--- src/rtl/vga_plot_arbiter.sv ---
// Shares one VGA adapter plot port between the board renderer (A) and the cursor renderer (B).
// Burst-locked round-robin arbitration, off-screen clipping, registered plot output.
//
// state | meaning
// IDLE  | no owner; one-cycle arbitration bubble, no grants
// OWN_A | A owns the port; gnt_a follows req_a
// OWN_B | B owns the port; gnt_b follows req_b
module vga_plot_arbiter #(
    parameter int MAX_BURST = 16,
    parameter int TIMEOUT   = 8,
    parameter int SCREEN_W  = 160,
    parameter int SCREEN_H  = 120
) (
    input  logic        clock,
    input  logic        resetn,
    input  logic        req_a,
    input  logic [7:0]  x_a,
    input  logic [6:0]  y_a,
    input  logic [2:0]  colour_a,
    input  logic        last_a,
    output logic        gnt_a,
    input  logic        req_b,
    input  logic [7:0]  x_b,
    input  logic [6:0]  y_b,
    input  logic [2:0]  colour_b,
    input  logic        last_b,
    output logic        gnt_b,
    output logic        plot,
    output logic [7:0]  out_x,
    output logic [6:0]  out_y,
    output logic [2:0]  out_colour,
    output logic [1:0]  owner,
    output logic [15:0] clip_count
);

    localparam logic [7:0] BURST_MAX = 8'(MAX_BURST);
    localparam logic [7:0] IDLE_MAX  = 8'(TIMEOUT);
    localparam logic [8:0] X_LIMIT   = 9'(SCREEN_W);
    localparam logic [7:0] Y_LIMIT   = 8'(SCREEN_H);

    typedef enum logic [1:0] {
        IDLE  = 2'b00,
        OWN_A = 2'b01,
        OWN_B = 2'b10
    } state_t;

    state_t     state, state_nxt;
    logic       favour_b, favour_b_nxt;
    logic [7:0] burst_cnt, idle_cnt, burst_inc, idle_inc;
    logic       owned, own_req, own_last, xfer, leave, clipped;
    logic [7:0] pix_x;
    logic [6:0] pix_y;
    logic [2:0] pix_colour;

    assign owned      = (state != IDLE);
    assign own_req    = (state == OWN_B) ? req_b : req_a;
    assign own_last   = (state == OWN_B) ? last_b : last_a;
    assign gnt_a      = (state == OWN_A) & req_a;
    assign gnt_b      = (state == OWN_B) & req_b;
    assign xfer       = owned & own_req;
    assign burst_inc  = burst_cnt + 8'd1;
    assign idle_inc   = idle_cnt + 8'd1;
    assign owner      = state;

    // The idle counter only advances on non-transfer cycles, so both exits can never race.
    assign leave = owned & ((xfer & (own_last | (burst_inc == BURST_MAX)))
                          | (~own_req & (idle_inc == IDLE_MAX)));

    assign pix_x      = (state == OWN_B) ? x_b : x_a;
    assign pix_y      = (state == OWN_B) ? y_b : y_a;
    assign pix_colour = (state == OWN_B) ? colour_b : colour_a;
    assign clipped    = ({1'b0, pix_x} >= X_LIMIT) | ({1'b0, pix_y} >= Y_LIMIT);

    always_ff @(posedge clock or negedge resetn) begin
        if (!resetn) begin
            state    <= IDLE;
            favour_b <= 1'b0;
        end else begin
            state    <= state_nxt;
            favour_b <= favour_b_nxt;
        end
    end

    // On a direct handoff the pointer favours the side that just left.
    always_comb begin
        state_nxt    = state;
        favour_b_nxt = favour_b;
        case (state)
            IDLE: begin
                if (req_a && (!req_b || !favour_b)) begin
                    state_nxt = OWN_A;
                    if (req_b) favour_b_nxt = 1'b1;
                end else if (req_b) begin
                    state_nxt = OWN_B;
                    if (req_a) favour_b_nxt = 1'b0;
                end
            end
            OWN_A: begin
                if (leave) begin
                    if (req_b) begin
                        state_nxt    = OWN_B;
                        favour_b_nxt = 1'b0;
                    end else begin
                        state_nxt = IDLE;
                    end
                end
            end
            OWN_B: begin
                if (leave) begin
                    if (req_a) begin
                        state_nxt    = OWN_A;
                        favour_b_nxt = 1'b1;
                    end else begin
                        state_nxt = IDLE;
                    end
                end
            end
            default: state_nxt = IDLE;
        endcase
    end

    always_ff @(posedge clock or negedge resetn) begin
        if (!resetn) begin
            burst_cnt <= 8'd0;
            idle_cnt  <= 8'd0;
        end else if (!owned || leave) begin
            burst_cnt <= 8'd0;
            idle_cnt  <= 8'd0;
        end else if (xfer) begin
            burst_cnt <= burst_inc;
            idle_cnt  <= 8'd0;
        end else begin
            idle_cnt  <= idle_inc;
        end
    end

    always_ff @(posedge clock or negedge resetn) begin
        if (!resetn) begin
            plot       <= 1'b0;
            out_x      <= 8'd0;
            out_y      <= 7'd0;
            out_colour <= 3'd0;
            clip_count <= 16'd0;
        end else begin
            plot <= xfer & ~clipped;
            if (xfer && !clipped) begin
                out_x      <= pix_x;
                out_y      <= pix_y;
                out_colour <= pix_colour;
            end
            if (xfer && clipped && (clip_count != 16'hFFFF))
                clip_count <= clip_count + 16'd1;
        end
    end

endmodule

--- config.mk ---
export PLATFORM = sky130hd
export DESIGN_NAME = vga_plot_arbiter
export DESIGN_NICKNAME = d
export VERILOG_FILES = /design/src/rtl/vga_plot_arbiter.sv
export SDC_FILE = /design/constraint.sdc
export NUM_CORES = 1
export LEC_CHECK = 0
export BUFFER_PORTS_ARGS = -buffer_cell sky130_fd_sc_hd__buf_2
export CAP_MARGIN = 20
export CORE_UTILIZATION = 56
export CTS_BUF_LIST = sky130_fd_sc_hd__clkbuf_4 sky130_fd_sc_hd__clkbuf_8 sky130_fd_sc_hd__clkbuf_16
export CTS_CLUSTER_SIZE = 14
export DETAILED_ROUTE_END_ITERATION = 10
export PLACE_DENSITY = 0.93
export SLEW_MARGIN = 25
export SYNTH_ARGS = -nofsm -noshare
export SYNTH_HDL_FRONTEND = slang
export SYNTH_SLANG_ARGS = --single-unit
--- constraint.sdc ---
create_clock -name clock -period 4.3 [get_ports clock]
set_input_delay 0.86 -clock clock [delete_from_list [all_inputs] [get_ports clock]]
set_output_delay 0.86 -clock clock [all_outputs]
set_load 0.03 [all_outputs]
# After elaboration in Yosys (flattened, before gate mapping)
# Index checks and enable logic that the tools add are counted.
# word_totals
word_cells,79
inputBits,42
ff_bits,54
# op_classes
mux,25
n_addsub,3
n_bitwise,12
eq_ne,12
reduce_logical,16
order_cmp,2
# op_table
op,n
8-bit two-way mux,5
16-bit by 1-bit adder with 16-bit output (second input constant),1
8-bit by 1-bit adder with 8-bit output (second input constant),2
16-bit != test (second input constant),1
1-bit two-way mux,11
2-bit two-way mux,5
2-bit != test (second input constant),5
8-bit by 4-bit equality test with 1-bit output (second input constant),1
8-bit by 5-bit equality test with 1-bit output (second input constant),1
8-bit >= comparator (second input constant),1
1-bit AND,7
7-bit >= comparator (second input constant),1
7-bit two-way mux,1
7-bit AND reduction,1
3-bit != test (second input constant),2
2-bit one-hot mux with 3 select lines,1
1-bit logical AND,4
1-bit zero test,4
2-bit nonzero test,2
3-bit two-way mux,1
1-bit OR,3
1-bit one-hot mux with 3 select lines,1
3-bit AND reduction,1
3-bit nonzero test,1
other kinds (5),7

# Depth between registers and ports, before layout
# depth
word_depth,8
ltp_mapped,10

# Least setup slack after synthesis
# OpenSTA, ideal clock, no wires.
# synth_path
path_kind,register to output
start,reg state[0] (netlist: owner[0])
end,out gnt_b
path_slack_ps,1372
stages_incl_launch_ff,7
arrival_time_ps,2068
required_ps,3440
path_cell_list,dfrtp_1 -> inv_1 -> ha_1 -> buf_4 -> buf_2 -> buf_1 -> and2_1
# synth_between
elab_chain_len,2
# synth_rtl
item,line,source
from (decl),47,"state_t state, state_nxt;"
from (signal assigned),79,state <= state_nxt;
2-bit equality test,59,assign gnt_b = (state == OWN_B) & req_b;
1-bit AND,59,
to (decl),27,"output logic gnt_b,"
# Every way passes these cells.

# Worst setup path in the final report
# layout_path
start,reg state[0] (netlist: owner[0])
end,reg state[1] (netlist: owner[1])
# layout_between
elab_chain_len,8
# layout_rtl
item,line,source
2-bit equality test,"56, 57, 88",
1-bit two-way mux (on tied branches),"56, 57",
"1-bit AND, or another cell as far along",60,assign xfer = owned & own_req;
1-bit AND (on tied branches),"66, 67",
1-bit OR,67,| (~own_req & (idle_inc == IDLE_MAX)));
1-bit AND,66,assign leave = owned & ((xfer & (own_last | (burst_inc == BURST_MAX)))
2-bit != test (no line),--,
3-bit AND reduction (no line),--,
# Several ways; a longest one is shown, not always the timed one.
# A chain may end at the register's enable or synchronous reset.

==> key figures <==
Run status
  – Status: finished clean

Detailed routing
  – Vias: approximately 2400
  – 1st-iter DRT viols: between 150 and 200
  – Vias/cell: ~5.5
  – Detailed-route wire length: just over 6000 µm
  – Drt pass-1 iters: 4
  – WL per Instance: between 10 and 15 µm
  – Routed Antenna Nets: 0
  – DRC viols: 0

Yosys
  – Syn_area_per_cell: 9.90 µm²
  – Warnings from Yosys: 0
  – Syn Nets: 346
  – Syn Std Cell Area: 2920 µm²
  – Syn Inst Count: between 200 and 300
  – Synthesized flop and latch total: between 50 and 60
  – Synth unique cells: 50
  – Seq/Total Area, Yosys: between 40 and 50%

Place
  – Detailed Place HPWL: around 4600 µm
  – Dpl cell area: around 3400 µm²
  – Placed Cells: ~440
  – Port Buf Inserts: 80
  – Placer's final routability congestion estimate: 0.853
  – Pre-CTS setup slack: 1.52 ns

Worst setup path
  – Reg2Reg Setup Slack: roughly 1.5 ns
  – Worst R2R End: owner[1]
  – Crit Path Class: register to register
  – Maximum fanout along the worst path: 29
  – Cells along the critical path: inv_1 > ha_1 > buf_4 > mux2i_2 > or2_1 > nor2_1 > nor2_1 > a31oi_1 > a311o_1
  – CP required: around 4.5 ns
  – Worst EP arrival: between 3 and 4 ns
  – CP most frequent cell: nor2_1
  – Critical Path Max Stage Delay: around 0.55 ns
  – CP max-delay cell: mux2i_2
  – Crit end category: register
  – Type of origin of the critical path: register
  – Worst r2r src: owner[0]
  – Worst R2R Path Depth: 9

Global route
  – First-pass GRT wire length: about 11000 µm
  – GRT Util Overall: 24.9%
  – Largest net degree at the start of global routing: 55
  – GRT overflow: 0
  – Initial antenna violation count: 0
  – Vias in the first global route: 2351

Power and ir drop
  – LEAKAGE: 1.65 nW
  – Switching part of the total: 44.3%
  – Sequential share of power: between 30 and 40%
  – Int Power: 1.10 mW
  – Design Power: between 1.5 and 2 mW
  – Peak VDD IR: about 0.42 mV
  – PwrDens: 570 nW/µm²
  – Clock power frac: between 10% and 20%
  – Combinational share of power: 46.7%
  – P_sw: between 800 and 900 µW

Timing
  – Final Slew Violations: 0
  – Fmax: 356 MHz
  – Final Hold Slack: about 0.5 ns
  – Worst relative slew slack: between 50% and 60%
  – Tmin final: between 2 and 3 ns
  – Setup-failing EPs final: 0
  – Worst Tran Pin Value: approximately 0.65 ns
  – Setup_tns: 0 ns
  – Final Hold Violating Endpoints: 0
  – RSZ-0062 raised after global routing: no
  – Setup WS post-layout: approximately 1.5 ns
  – Clock Skews: approximately 0.0056 ns
  – Fin crit share: 65.4%

Clock tree
  – Post-CTS Resized: 0
  – Hold Buf Count CTS: 0
  – Clk root buf: clkbuf_8
  – CTS tree: done
  – H-tree levels: 2
  – CTS Buf Count: 5
  – Skew-Pair Late Insertion Delay: approximately 0.31 ns
  – Reg clk slew, reported paths: ~0.090 ns
  – Clk buf depth: 2
  – Setup Fix Bufs, Post-CTS: 0
  – CTS sink count: 54

Hold path
  – Hold endpoint: clip_count[10]
  – Min-Delay Path Class: register to register
  – Hold Path Stages: 1
  – Hold_sp: clip_count[10]

Cells and area
  – Fraction of layout cells with a size suffix above 1: 27.1%
  – Non-filler cells, final: roughly 440
  – Fillers: 355
  – Fin nets: 427
  – Area Overhead vs Synth: 19.0%
  – # diodes: 0
  – Footprint of the multi-input gates: between 1000 and 1500 µm²
  – Finished layout cell area: about 3500 µm²
  – Seq. cell area: 1350 µm²
  – Core Util, Final: a little under three quarters

Floorplanning
  – Die width: around 74 µm
  – CORE AREA: 4880 µm²
  – IO Pins: 81
  – Total Die Area: roughly 5500 µm²
  – DIE HEIGHT: 74.2 µm
  – Initial Util: about three fifths
  – Num rows: 25

Job
  – Max-cap violations: 0
## worst max-delay path, delay by kind of cell, from the launching register on
family / cells / cell delay [ns]
compound gates: 2 / 0.45
fa+ha+maj: 1 / 0.16
buf+inv: 2 / 0.48
flops: 1 / 0.44
mux: 1 / 0.55
simple gates: 3 / 0.62
## worst max-delay path by stage
stage,startpoint,endpoint,cells after the start,slack (ns)
finish,owner[0],owner[1],9,1.49
global route,owner[0],owner[1],9,1.22
CTS,owner[0],owner[1],9,1.50
detailed placement,owner[0],owner[1],9,1.52
global placement,owner[0],owner[1],9,1.60
floorplan,owner[0],gnt_b,6,1.37
## flip-flops by register name, indices dropped and copies added (netlist names), 2 cells and up
name,cells
out_x,8
owner,2
burst_cnt,8
out_y,7
out_colour,3
idle_cnt,8
clip_count,16
## synthesized netlist by cell type (all sizes together)
| master | n | area share (%) |
|---|---|---|
| mux2i | 21 | 7.3 |
| nor3b | 1 | 0.26 |
| buf | 8 | 1.8 |
| o211a | 1 | 0.34 |
| nand3b | 2 | 0.51 |
| nor3 | 3 | 0.90 |
| and3b | 1 | 0.30 |
| mux2 | 1 | 0.39 |
| o32a | 1 | 0.34 |
| dfrtp | 54 | 46 |
| o21ai | 1 | 0.17 |
| nand4 | 7 | 1.5 |
| o2bb2ai | 1 | 0.30 |
| a211o | 1 | 0.30 |
| and2 | 4 | 0.94 |
| a311o | 1 | 0.34 |
| and3 | 7 | 1.5 |
| o22ai | 2 | 0.43 |
| a21oi | 20 | 3.4 |
| xnor2 | 21 | 6.3 |
| a31oi | 2 | 0.43 |
| nor2 | 58 | 7.5 |
| nand4b | 1 | 0.30 |
| or2 | 4 | 0.86 |
| clkbuf | 1 | 0.13 |
| a21bo | 1 | 0.34 |
| ha | 9 | 3.9 |
| a211oi | 1 | 0.26 |
| inv | 4 | 0.51 |
| and2b | 2 | 0.51 |
| o211ai | 1 | 0.43 |
| nor2b | 4 | 1.1 |
| o2111ai | 2 | 0.60 |
| nand2 | 10 | 1.3 |
| nand3 | 21 | 3.6 |
| or3 | 1 | 0.21 |
| or2b | 1 | 0.26 |
| and4 | 1 | 0.30 |
| nand2b | 2 | 0.43 |
| a31o | 1 | 0.30 |
| xor2 | 10 | 3.0 |
## cells in the final DEF (no fill, tap or decap), drive strengths merged, types with 2 or more instances in the layout
| cell type | count |
|---|---|
| and2 | 4 |
| o2111ai | 2 |
| nand4 | 7 |
| inv | 4 |
| nand3b | 2 |
| mux2i | 21 |
| clkbuf | 7 |
| and2b | 2 |
| nand2b | 2 |
| a31oi | 2 |
| xnor2 | 21 |
| a21oi | 20 |
| buf | 83 |
| ha | 9 |
| dfrtp | 54 |
| nor2b | 4 |
| xor2 | 10 |
| nor3 | 3 |
| o22ai | 2 |
| nor2 | 58 |
| nand3 | 21 |
| and3 | 7 |
| nand2 | 10 |
| or2 | 4 |
## logic make-up after synthesis
family | Yosys count | share of synthesized area (%)
simple gates | 130 | 22.3
flops | 54 | 46.3
compound gates | 36 | 8.02
xor+xnor | 31 | 9.30
mux | 22 | 7.72
buf+inv | 13 | 2.49
fa+ha+maj | 9 | 3.86
## metal layers
| layer | GRT usage, % | routed length (µm) | vias to the layer above |
|---|---|---|---|
| li1 | - | - | 1180 |
| met1 | 33.0 | 2730 | 1164 |
| met2 | 41.2 | 3030 | 72 |
| met3 | 5.01 | 333 | 13 |
| met4 | 8.33 | 84 | 0 |
| met5 | 0 | 0 | - |
## layout make-up
type	instances	area share, %
inverters	4	0.432
repair buffers	83	12.2
clock buffers	7	2.77
flip-flops and latches	54	38.9
multi-input cells	228	43.0
clock inverters	1	0.252
well taps	67	2.41
## power groups by stage
stage          Clock [mW]  Combinational, mW  Sequential, mW
2_1_floorplan           0              0.466           0.958
3_3_place_gp            0              0.890           0.742
3_5_place_dp            0              0.920           0.747
4_1_cts             0.314              0.923           0.742
5_1_grt             0.334               1.01           0.761
6_report            0.312              0.925           0.744
(Power assumes the default switching activity.)
